**config.mk**
```make
export PLATFORM = sky130hd
export DESIGN_NAME = vector_mem_loader_flat
export DESIGN_NICKNAME = d
export VERILOG_FILES = /design/src/rtl/vector_pkg.sv /design/src/rtl/vector_mem_loader_if.sv /design/src/rtl/vector_word_packer.sv /design/src/rtl/vector_mem_loader.sv /design/src/flat_wrapper.sv
export SDC_FILE = /design/constraint.sdc
export NUM_CORES = 2
export LEC_CHECK = 0
export ABC_AREA = 0
export BUFFER_PORTS_ARGS = -buffer_cell sky130_fd_sc_hd__clkbuf_2
export CAP_MARGIN = 5
export CELL_PAD_IN_SITES_DETAIL_PLACEMENT = 1
export CELL_PAD_IN_SITES_GLOBAL_PLACEMENT = 2
export CORE_MARGIN = 2
export CORE_UTILIZATION = 50
export CTS_CLUSTER_DIAMETER = 80
export DETAILED_ROUTE_END_ITERATION = 12
export GPL_ROUTABILITY_DRIVEN = 1
export GPL_TIMING_DRIVEN = 1
export HOLD_SLACK_MARGIN = 0.03
export PLACE_DENSITY = 0.86
export SYNTH_ARGS = -nofsm -noshare
export SYNTH_HDL_FRONTEND = slang
export SYNTH_SLANG_ARGS = --single-unit
```
**constraint.sdc**
```tcl
create_clock -name clk -period 6.01 [get_ports clk]
set_clock_uncertainty 0.05 [all_clocks]
set_input_delay 0.3005 -clock clk [delete_from_list [all_inputs] [get_ports clk]]
set_output_delay 0.3005 -clock clk [all_outputs]
set_load 0.005 [all_outputs]
```
**src/rtl/vector_pkg.sv**
```systemverilog
`default_nettype none
// ============================================================================
//  Module      : vector_pkg
//  Description : Shared constants, state encoding and lane-packing helper
//                for the vector search memory (loader and search core).
//                Each 64-bit word holds LANES byte pairs. Pair k sits at
//                bits [16k+15:16k]: query byte low, candidate byte high.
//  Revision    : 1.0 - initial release
// ============================================================================
package vector_pkg;

    localparam int ADDR_W    = 12;
    localparam int LANES     = 4;
    localparam int MEM_DEPTH = 4096;
    localparam int DIM_MAX   = 252;
    localparam int WORD_W    = 64;
    localparam int LANE_W    = 16;
    localparam int Q_OFS     = 0;   // query byte offset inside a lane
    localparam int C_OFS     = 8;   // candidate byte offset inside a lane

    typedef enum logic [2:0] {
        ST_IDLE  = 3'd0,
        ST_QUERY = 3'd1,
        ST_CAND  = 3'd2,
        ST_FLUSH = 3'd3,
        ST_DONE  = 3'd4
    } state_t;

    // Interleave LANES query bytes with LANES candidate bytes into one word.
    // Byte k of each input is element base+k.
    function automatic logic [WORD_W-1:0] pack_word(
        input logic [8*LANES-1:0] q,
        input logic [8*LANES-1:0] c
    );
        logic [WORD_W-1:0] w;
        w = '0;
        for (int k = 0; k < LANES; k++) begin
            w[LANE_W*k + Q_OFS +: 8] = q[8*k +: 8];
            w[LANE_W*k + C_OFS +: 8] = c[8*k +: 8];
        end
        return w;
    endfunction

endpackage
`default_nettype wire

```
**src/rtl/vector_mem_loader_if.sv**
```systemverilog
`default_nettype none
// ============================================================================
//  Module      : vector_mem_loader_if
//  Description : Byte stream (valid/ready) plus vector RAM write port.
//                master : stream source / RAM side (drives s_valid, s_data)
//                slave  : loader (drives s_ready and the RAM write port)
//  Revision    : 1.0 - initial release
// ============================================================================
interface vector_mem_loader_if;

    logic                          s_valid;
    logic [7:0]                    s_data;
    logic                          s_ready;
    logic                          mem_we;
    logic [vector_pkg::ADDR_W-1:0] mem_waddr;
    logic [vector_pkg::WORD_W-1:0] mem_wdata;

    modport master (
        output s_valid, s_data,
        input  s_ready, mem_we, mem_waddr, mem_wdata
    );

    modport slave (
        input  s_valid, s_data,
        output s_ready, mem_we, mem_waddr, mem_wdata
    );

endinterface
`default_nettype wire

```
**src/rtl/vector_word_packer.sv**
```systemverilog
`default_nettype none
// ============================================================================
//  Module      : vector_word_packer
//  Description : Registers one interleaved RAM word per load strobe.
//  Ports       : clk, reset (async, active-high)
//                load      - capture q_bytes/c_bytes this cycle
//                q_bytes   - LANES query bytes, element base+k in byte k
//                c_bytes   - LANES candidate bytes, same ordering
//                mem_we    - one-cycle write strobe, cycle after load
//                mem_wdata - packed word, held until the next load
//  Revision    : 1.0 - initial release
// ============================================================================
module vector_word_packer
    import vector_pkg::*;
(
    input  logic                 clk,
    input  logic                 reset,
    input  logic                 load,
    input  logic [8*LANES-1:0]   q_bytes,
    input  logic [8*LANES-1:0]   c_bytes,
    output logic                 mem_we,
    output logic [WORD_W-1:0]    mem_wdata
);

    logic              we_q,    we_d;
    logic [WORD_W-1:0] wdata_q, wdata_d;

    always_comb begin
        we_d    = load;
        wdata_d = wdata_q;
        if (load) begin
            wdata_d = pack_word(q_bytes, c_bytes);
        end
    end

    // Async reset so a reset mid-load kills the strobe immediately.
    always_ff @(posedge clk or posedge reset) begin
        if (reset) begin
            we_q    <= 1'b0;
            wdata_q <= '0;
        end else begin
            we_q    <= we_d;
            wdata_q <= wdata_d;
        end
    end

    assign mem_we    = we_q;
    assign mem_wdata = wdata_q;

endmodule
`default_nettype wire

```
**src/rtl/vector_mem_loader.sv**
```systemverilog
`default_nettype none
// ============================================================================
//  Module      : vector_mem_loader
//  Description : Captures a query vector, then streams candidate vectors and
//                writes interleaved query/candidate words to the vector RAM
//                at sequential addresses starting from 0.
//  Ports       : clk, reset (async, active-high)
//                start_load, dim_size, vector_count - load request/config
//                bus (slave)   - byte stream in, RAM write port out
//                busy, done, cfg_err - status (done/cfg_err are pulses)
//                words_written - words written by the current/last load
//  Revision    : 1.0 - initial release
// ============================================================================
module vector_mem_loader
    import vector_pkg::*;
#(
    parameter int ADDR_W = vector_pkg::ADDR_W,
    parameter int LANES  = vector_pkg::LANES
) (
    input  logic                  clk,
    input  logic                  reset,
    input  logic                  start_load,
    input  logic [7:0]            dim_size,
    input  logic [9:0]            vector_count,
    vector_mem_loader_if.slave    bus,
    output logic                  busy,
    output logic                  done,
    output logic                  cfg_err,
    output logic [ADDR_W-1:0]     words_written
);

    localparam int GRP_W = 8 * LANES;

    state_t            state_q, state_d;
    logic [7:0]        dim_q,   dim_d;
    logic [9:0]        vc_q,    vc_d;
    logic [7:0]        elem_q,  elem_d;
    logic [9:0]        vec_q,   vec_d;
    logic [GRP_W-1:0]  cand_q,  cand_d;
    logic [ADDR_W-1:0] wcnt_q,  wcnt_d;
    logic [ADDR_W-1:0] waddr_q, waddr_d;
    logic              cfg_err_q, cfg_err_d;

    logic [7:0]        qbuf_q [256];
    logic              qbuf_we;

    logic              s_ready_w;
    logic              accept;
    logic              load;
    logic              last_elem;
    logic              last_vec;
    logic              cfg_bad;
    logic [15:0]       total;
    logic [7:0]        grp_base;
    logic [GRP_W-1:0]  q_bytes;

    // Words per vector is dim_size/4; total must fit in the RAM.
    assign total   = {6'd0, vector_count} * {10'd0, dim_size[7:2]};
    assign cfg_bad = (dim_size == 8'd0) || (dim_size[1:0] != 2'b00) ||
                     (total > 16'(MEM_DEPTH));

    assign s_ready_w = (state_q == ST_QUERY) || (state_q == ST_CAND);
    assign accept    = s_ready_w && bus.s_valid;
    assign last_elem = (elem_q == dim_q - 8'd1);
    assign last_vec  = (vec_q == vc_q - 10'd1);

    // The group's first element is elem_idx-3 when its 4th byte arrives.
    assign grp_base = {elem_q[7:2], 2'b00};

    for (genvar k = 0; k < LANES; k++) begin : g_qsel
        assign q_bytes[8*k +: 8] = qbuf_q[grp_base + 8'(k)];
    end

    always_comb begin
        state_d   = state_q;
        dim_d     = dim_q;
        vc_d      = vc_q;
        elem_d    = elem_q;
        vec_d     = vec_q;
        cand_d    = cand_q;
        wcnt_d    = wcnt_q;
        waddr_d   = waddr_q;
        cfg_err_d = 1'b0;
        qbuf_we   = 1'b0;
        load      = 1'b0;

        case (state_q)
            ST_IDLE: begin
                if (start_load) begin
                    if (cfg_bad) begin
                        cfg_err_d = 1'b1;
                    end else begin
                        dim_d   = dim_size;
                        vc_d    = vector_count;
                        elem_d  = 8'd0;
                        vec_d   = 10'd0;
                        wcnt_d  = '0;
                        state_d = (vector_count == 10'd0) ? ST_DONE : ST_QUERY;
                    end
                end
            end

            ST_QUERY: begin
                if (accept) begin
                    qbuf_we = 1'b1;
                    if (last_elem) begin
                        elem_d  = 8'd0;
                        state_d = ST_CAND;
                    end else begin
                        elem_d = elem_q + 8'd1;
                    end
                end
            end

            ST_CAND: begin
                if (accept) begin
                    // Newest byte enters at the top so byte 0 is the oldest.
                    cand_d = {bus.s_data, cand_q[GRP_W-1:8]};
                    if (elem_q[1:0] == 2'(LANES - 1)) begin
                        load    = 1'b1;
                        waddr_d = wcnt_q;
                        wcnt_d  = wcnt_q + 1'b1;
                    end
                    if (last_elem) begin
                        elem_d = 8'd0;
                        if (last_vec) begin
                            state_d = ST_FLUSH;
                        end else begin
                            vec_d = vec_q + 10'd1;
                        end
                    end else begin
                        elem_d = elem_q + 8'd1;
                    end
                end
            end

            ST_FLUSH: state_d = ST_DONE;
            ST_DONE:  state_d = ST_IDLE;
            default:  state_d = ST_IDLE;
        endcase
    end

    always_ff @(posedge clk or posedge reset) begin
        if (reset) begin
            state_q   <= ST_IDLE;
            dim_q     <= 8'd0;
            vc_q      <= 10'd0;
            elem_q    <= 8'd0;
            vec_q     <= 10'd0;
            cand_q    <= '0;
            wcnt_q    <= '0;
            waddr_q   <= '0;
            cfg_err_q <= 1'b0;
        end else begin
            state_q   <= state_d;
            dim_q     <= dim_d;
            vc_q      <= vc_d;
            elem_q    <= elem_d;
            vec_q     <= vec_d;
            cand_q    <= cand_d;
            wcnt_q    <= wcnt_d;
            waddr_q   <= waddr_d;
            cfg_err_q <= cfg_err_d;
        end
    end

    // Query buffer is plain storage: always written before it is read.
    always_ff @(posedge clk) begin
        if (qbuf_we) begin
            qbuf_q[elem_q] <= bus.s_data;
        end
    end

    vector_word_packer u_packer (
        .clk       (clk),
        .reset     (reset),
        .load      (load),
        .q_bytes   (q_bytes),
        .c_bytes   (cand_d),
        .mem_we    (bus.mem_we),
        .mem_wdata (bus.mem_wdata)
    );

    assign bus.s_ready   = s_ready_w;
    assign bus.mem_waddr = waddr_q;
    assign busy          = (state_q != ST_IDLE);
    assign done          = (state_q == ST_DONE);
    assign cfg_err       = cfg_err_q;
    assign words_written = wcnt_q;

endmodule
`default_nettype wire

```
**src/flat_wrapper.sv**
```systemverilog
// flat-port wrapper written by rule: the top's interface ports become plain ports
module vector_mem_loader_flat import vector_pkg::*;
#(
    parameter int ADDR_W = vector_pkg::ADDR_W,
    parameter int LANES  = vector_pkg::LANES
)
  (clk, reset, start_load, dim_size, vector_count, busy, done, cfg_err, words_written, bus_s_valid, bus_s_data, bus_s_ready, bus_mem_we, bus_mem_waddr, bus_mem_wdata);
  vector_mem_loader_if bus_i ();
  input  logic clk;
  input  logic reset;
  input  logic start_load;
  input  logic [7:0] dim_size;
  input  logic [9:0] vector_count;
  output logic busy;
  output logic done;
  output logic cfg_err;
  output logic [ADDR_W-1:0] words_written;
  input wire logic [$bits(bus_i.s_valid)-1:0] bus_s_valid;
  input wire logic [$bits(bus_i.s_data)-1:0] bus_s_data;
  output wire logic [$bits(bus_i.s_ready)-1:0] bus_s_ready;
  output wire logic [$bits(bus_i.mem_we)-1:0] bus_mem_we;
  output wire logic [$bits(bus_i.mem_waddr)-1:0] bus_mem_waddr;
  output wire logic [$bits(bus_i.mem_wdata)-1:0] bus_mem_wdata;
  assign bus_i.s_valid = bus_s_valid;
  assign bus_i.s_data = bus_s_data;
  assign bus_s_ready = bus_i.s_ready;
  assign bus_mem_we = bus_i.mem_we;
  assign bus_mem_waddr = bus_i.mem_waddr;
  assign bus_mem_wdata = bus_i.mem_wdata;
  vector_mem_loader #(.ADDR_W(ADDR_W), .LANES(LANES)) u_core (.clk(clk), .reset(reset), .start_load(start_load), .dim_size(dim_size), .vector_count(vector_count), .bus(bus_i), .busy(busy), .done(done), .cfg_err(cfg_err), .words_written(words_written));
endmodule
```
==> impl_results.md <==
* Critical Path Start: dim_size[2]
* DR pass1 iterations at 6
* Setup TNS Final at 0 ns
* Avg Inst Size Synth at 19.9 um^2
* GRT Resource Usage Total at 0.277
* Fmax at ~210 MHz
* Critical path arrival at between 5 and 6 ns
* Cells after Synth at between 4,000 and 5,000
* Area Growth Syn to Fin at 12.4%
* Num CTS Buffers at between 200 and 250
* Initial antenna violation count at 6
* RePlAce Congestion at roughly 0.8
* R2R setup slack at roughly 1.4 ns
* DR iter-0 viols at approximately 6,200
* Vias per cell at 6.48
* Synth area leader: edfxtp_1
* Share of cells above drive strength 1 at 0.243
* Fin util at 0.566
* Seq/Total Area, Yosys at 0.747
* Max Used Layer: met5
* Max Slew Vio Count at 0
* Syn Nets at ~4,500
* Post-CTS Resized at 0
* Worst R2R End: u_core.qbuf_q[34][1]
* Vias in the first global route at approximately 48,000
* DIE WIDTH at roughly 420 um
* Top cell type's share of synthesized area at 0.703
* Met2 wire len at about 120 mm
* CTS tree: yes
* RSZ-0062 raised after global routing: no
* Clock Latency Late Sink at around 0.88 ns
* Total congestion overflow at 0
* Hpwl dp at 147 mm
* Slew margin rel. at 0.104
* DRC at 0
* Hold-fix buffers at CTS at 23
* Yosys Warn Count at 0
* Startpoint Class: input pin
* DIE HEIGHT at around 420 um
* Crit-path max FO at 31
* Area of the die at approximately 180,000 um^2
* CTS H-tree lvls at 4
* Synth area leaders: edfxtp_1 (70%), mux4_2 (14%), dfrtp_1 (4.4%)
* Period Utilization, post-route at 0.796
* Critical R2R Launch: u_core.elem_q[7]
* Post-CTS Setup Bufs at 0
* Starting Density at 0.503
* # nets final at 4,716
* Port Buf Inserts at about 120
* Number of synthesized flops with an enable pin at between 2,000 and 2,500
* Largest net degree at the start of global routing at roughly 210
* Via Count at around 46,000
* WL/cell at 34.3 um
* Hold Vio Cnt, Final at 0
* Static Leakage at between 30 and 40 nW
* Count of final setup violators at 0
* Post-synth top cells: edfxtp_1 (2,048), mux4_2 (551), nor2_1 (342)
* CTS max path bufs at 3
* Dominant cell by count in the synthesized netlist: edfxtp_1
* Fin crit period at ~4.8 ns
* Fillers at between 15,000 and 20,000
* Cell variety after synth at 86
* First-pass GRT wire length at ~350 mm
* CP endpoint kind: register
* Worst hold path type: in2async
* Outcome: complete, no violations
* P per Cell Area at between 300 and 400 nW/um^2
* CTS sink count at about 2,200
* CTS clk-pin slew, worst paths at ~0.060 ns
* Primary FF master, synth: edfxtp_1
* CP Capture Point: u_core.vc_q[8]
* M1 wire length at 91.7 mm
* CP Data Required Time at about 6.7 ns
* Row count at between 150 and 200
* Slew @ Worst Pin at 1.34 ns
* Seq cells post-synth at 2,201
* Antenna Nets Post-Route at 0
* Max-cap viol count at 0
* Peak supply drop at 0.335 mV
* Reg2Reg Depth at 5
* Asr flop ratio synth at 0.0695
* Area of the mapped netlist at 87,500 um^2
* WL final at between 200 and 250 mm
* Critical path class: in2reg
* IO Pins at ~120
* Clk root buf: clkbuf_16
* Met3 Wirelength at ~22 mm
* Core Area at 174,000 um^2
-- routing by layer --
| layer | up-vias | GRT usage |
|---|---|---|
| li1 | 18300 | - |
| met1 | 24600 | 0.373 |
| met2 | 2771 | 0.442 |
| met3 | 583 | 0.0552 |
| met4 | 4 | 0.118 |
| met5 | - | 0 |
-- per-stage QoR --
stage | power, mW | worst slack, ns | hold slack (ns) | area, um^2 | cells
2_1_floorplan | 22.6 | 1.54 | 0.349 | 87500 | 4396
3_3_place_gp | 25.0 | 0.958 | 0.399 | 90900 | 6707
3_5_place_dp | 25.2 | 0.952 | 0.402 | 90900 | 6707
4_1_cts | 38.9 | 1.24 | 0.0538 | 98300 | 7131
5_1_grt | 39.8 | 0.997 | 0.0944 | 98300 | 7131
6_report | 38.8 | 1.23 | 0.0966 | 98300 | 7132
-- layout make-up --
cell class / instances / area, um^2 / area share
Sequential cell: 2201 / 65300 / 0.665
Multi-Input combinational cell: 1887 / 20700 / 0.211
Clock buffer: 281 / 5760 / 0.0586
Tap cell: 2325 / 2910 / 0.0296
Timing Repair Buffer: 250 / 1860 / 0.0189
Clock inverter: 120 / 1460 / 0.0148
Inverter: 67 / 263 / 0.00267
Antenna cell: 1 / 2.50 / 0.0000255
-- kinds of logic after synthesis --
group,after synthesis,synth area share
DFF,2201,0.747
and+or+nand+nor,814,0.0410
muxes,632,0.152
AOI/OAI and AO/OA,355,0.0287
buffers and inverters,308,0.0175
adders and majority gates,65,0.0121
xor gates and xnor gates,21,0.00210
-- cells in the final DEF (no fill, tap or decap), types with 61 or more instances in the layout --
cell type and count:
edfxtp_1 2048, mux4_2 551, nor2_1 329, nand2_1 272, clkbuf_16 216, dfrtp_1 148
clkbuf_2 114, a22oi_1 109, buf_4 92, inv_1 64, a21oi_1 61
-- power by group --
group / internal (mW) / total, mW / switching [mW]
Sequential: 17.0 / 17.4 / 0.426
Combinational: 3.24 / 7.49 / 4.24
Clock: 7.90 / 13.8 / 5.92
-- critical path, cell delays in order --
cell	delay, ns
dlygate4sd3_1	0.54
clkbuf_2	0.22
and2_1	0.21
fa_1	0.50
fa_1	0.57
inv_1	0.06
fa_1	0.49
inv_1	0.04
ha_1	0.46
nor2_1	0.12
a221oi_1	0.33
nand4_1	0.16
nor4_2	0.26
a31o_2	0.22
and4_1	0.18
buf_4	0.37
mux2_1	0.37
-- sequential cells by signal, summed over array words and instances, names as in the netlist --
| register | flops |
|---|---|
| u_core.qbuf_q | 2048 |
| u_core.u_packer.mem_wdata | 64 |
| u_core.cand_q | 24 |
| u_core.bus.mem_waddr | 12 |
| u_core.words_written | 12 |
| u_core.vc_q | 10 |
| u_core.vec_q | 10 |
| u_core.dim_q | 8 |
| u_core.elem_q | 8 |
| u_core.state_q | 3 |
| u_core.cfg_err | 1 |
| u_core.u_packer.mem_we | 1 |
-- how the worst min path moves through the flow --
stage                                    end  depth (start not counted)
6_report       u_core.u_packer.mem_wdata[13]                          3
2_1_floorplan            u_core.qbuf_q[0][0]                          0
3_3_place_gp    u_core.u_packer.mem_wdata[8]                          2
4_1_cts                u_core.qbuf_q[222][5]                          1
5_1_grt                u_core.qbuf_q[222][5]                          1
3_5_place_dp    u_core.u_packer.mem_wdata[8]                          2
No activity file was read; power rests on OpenSTA's default activity.
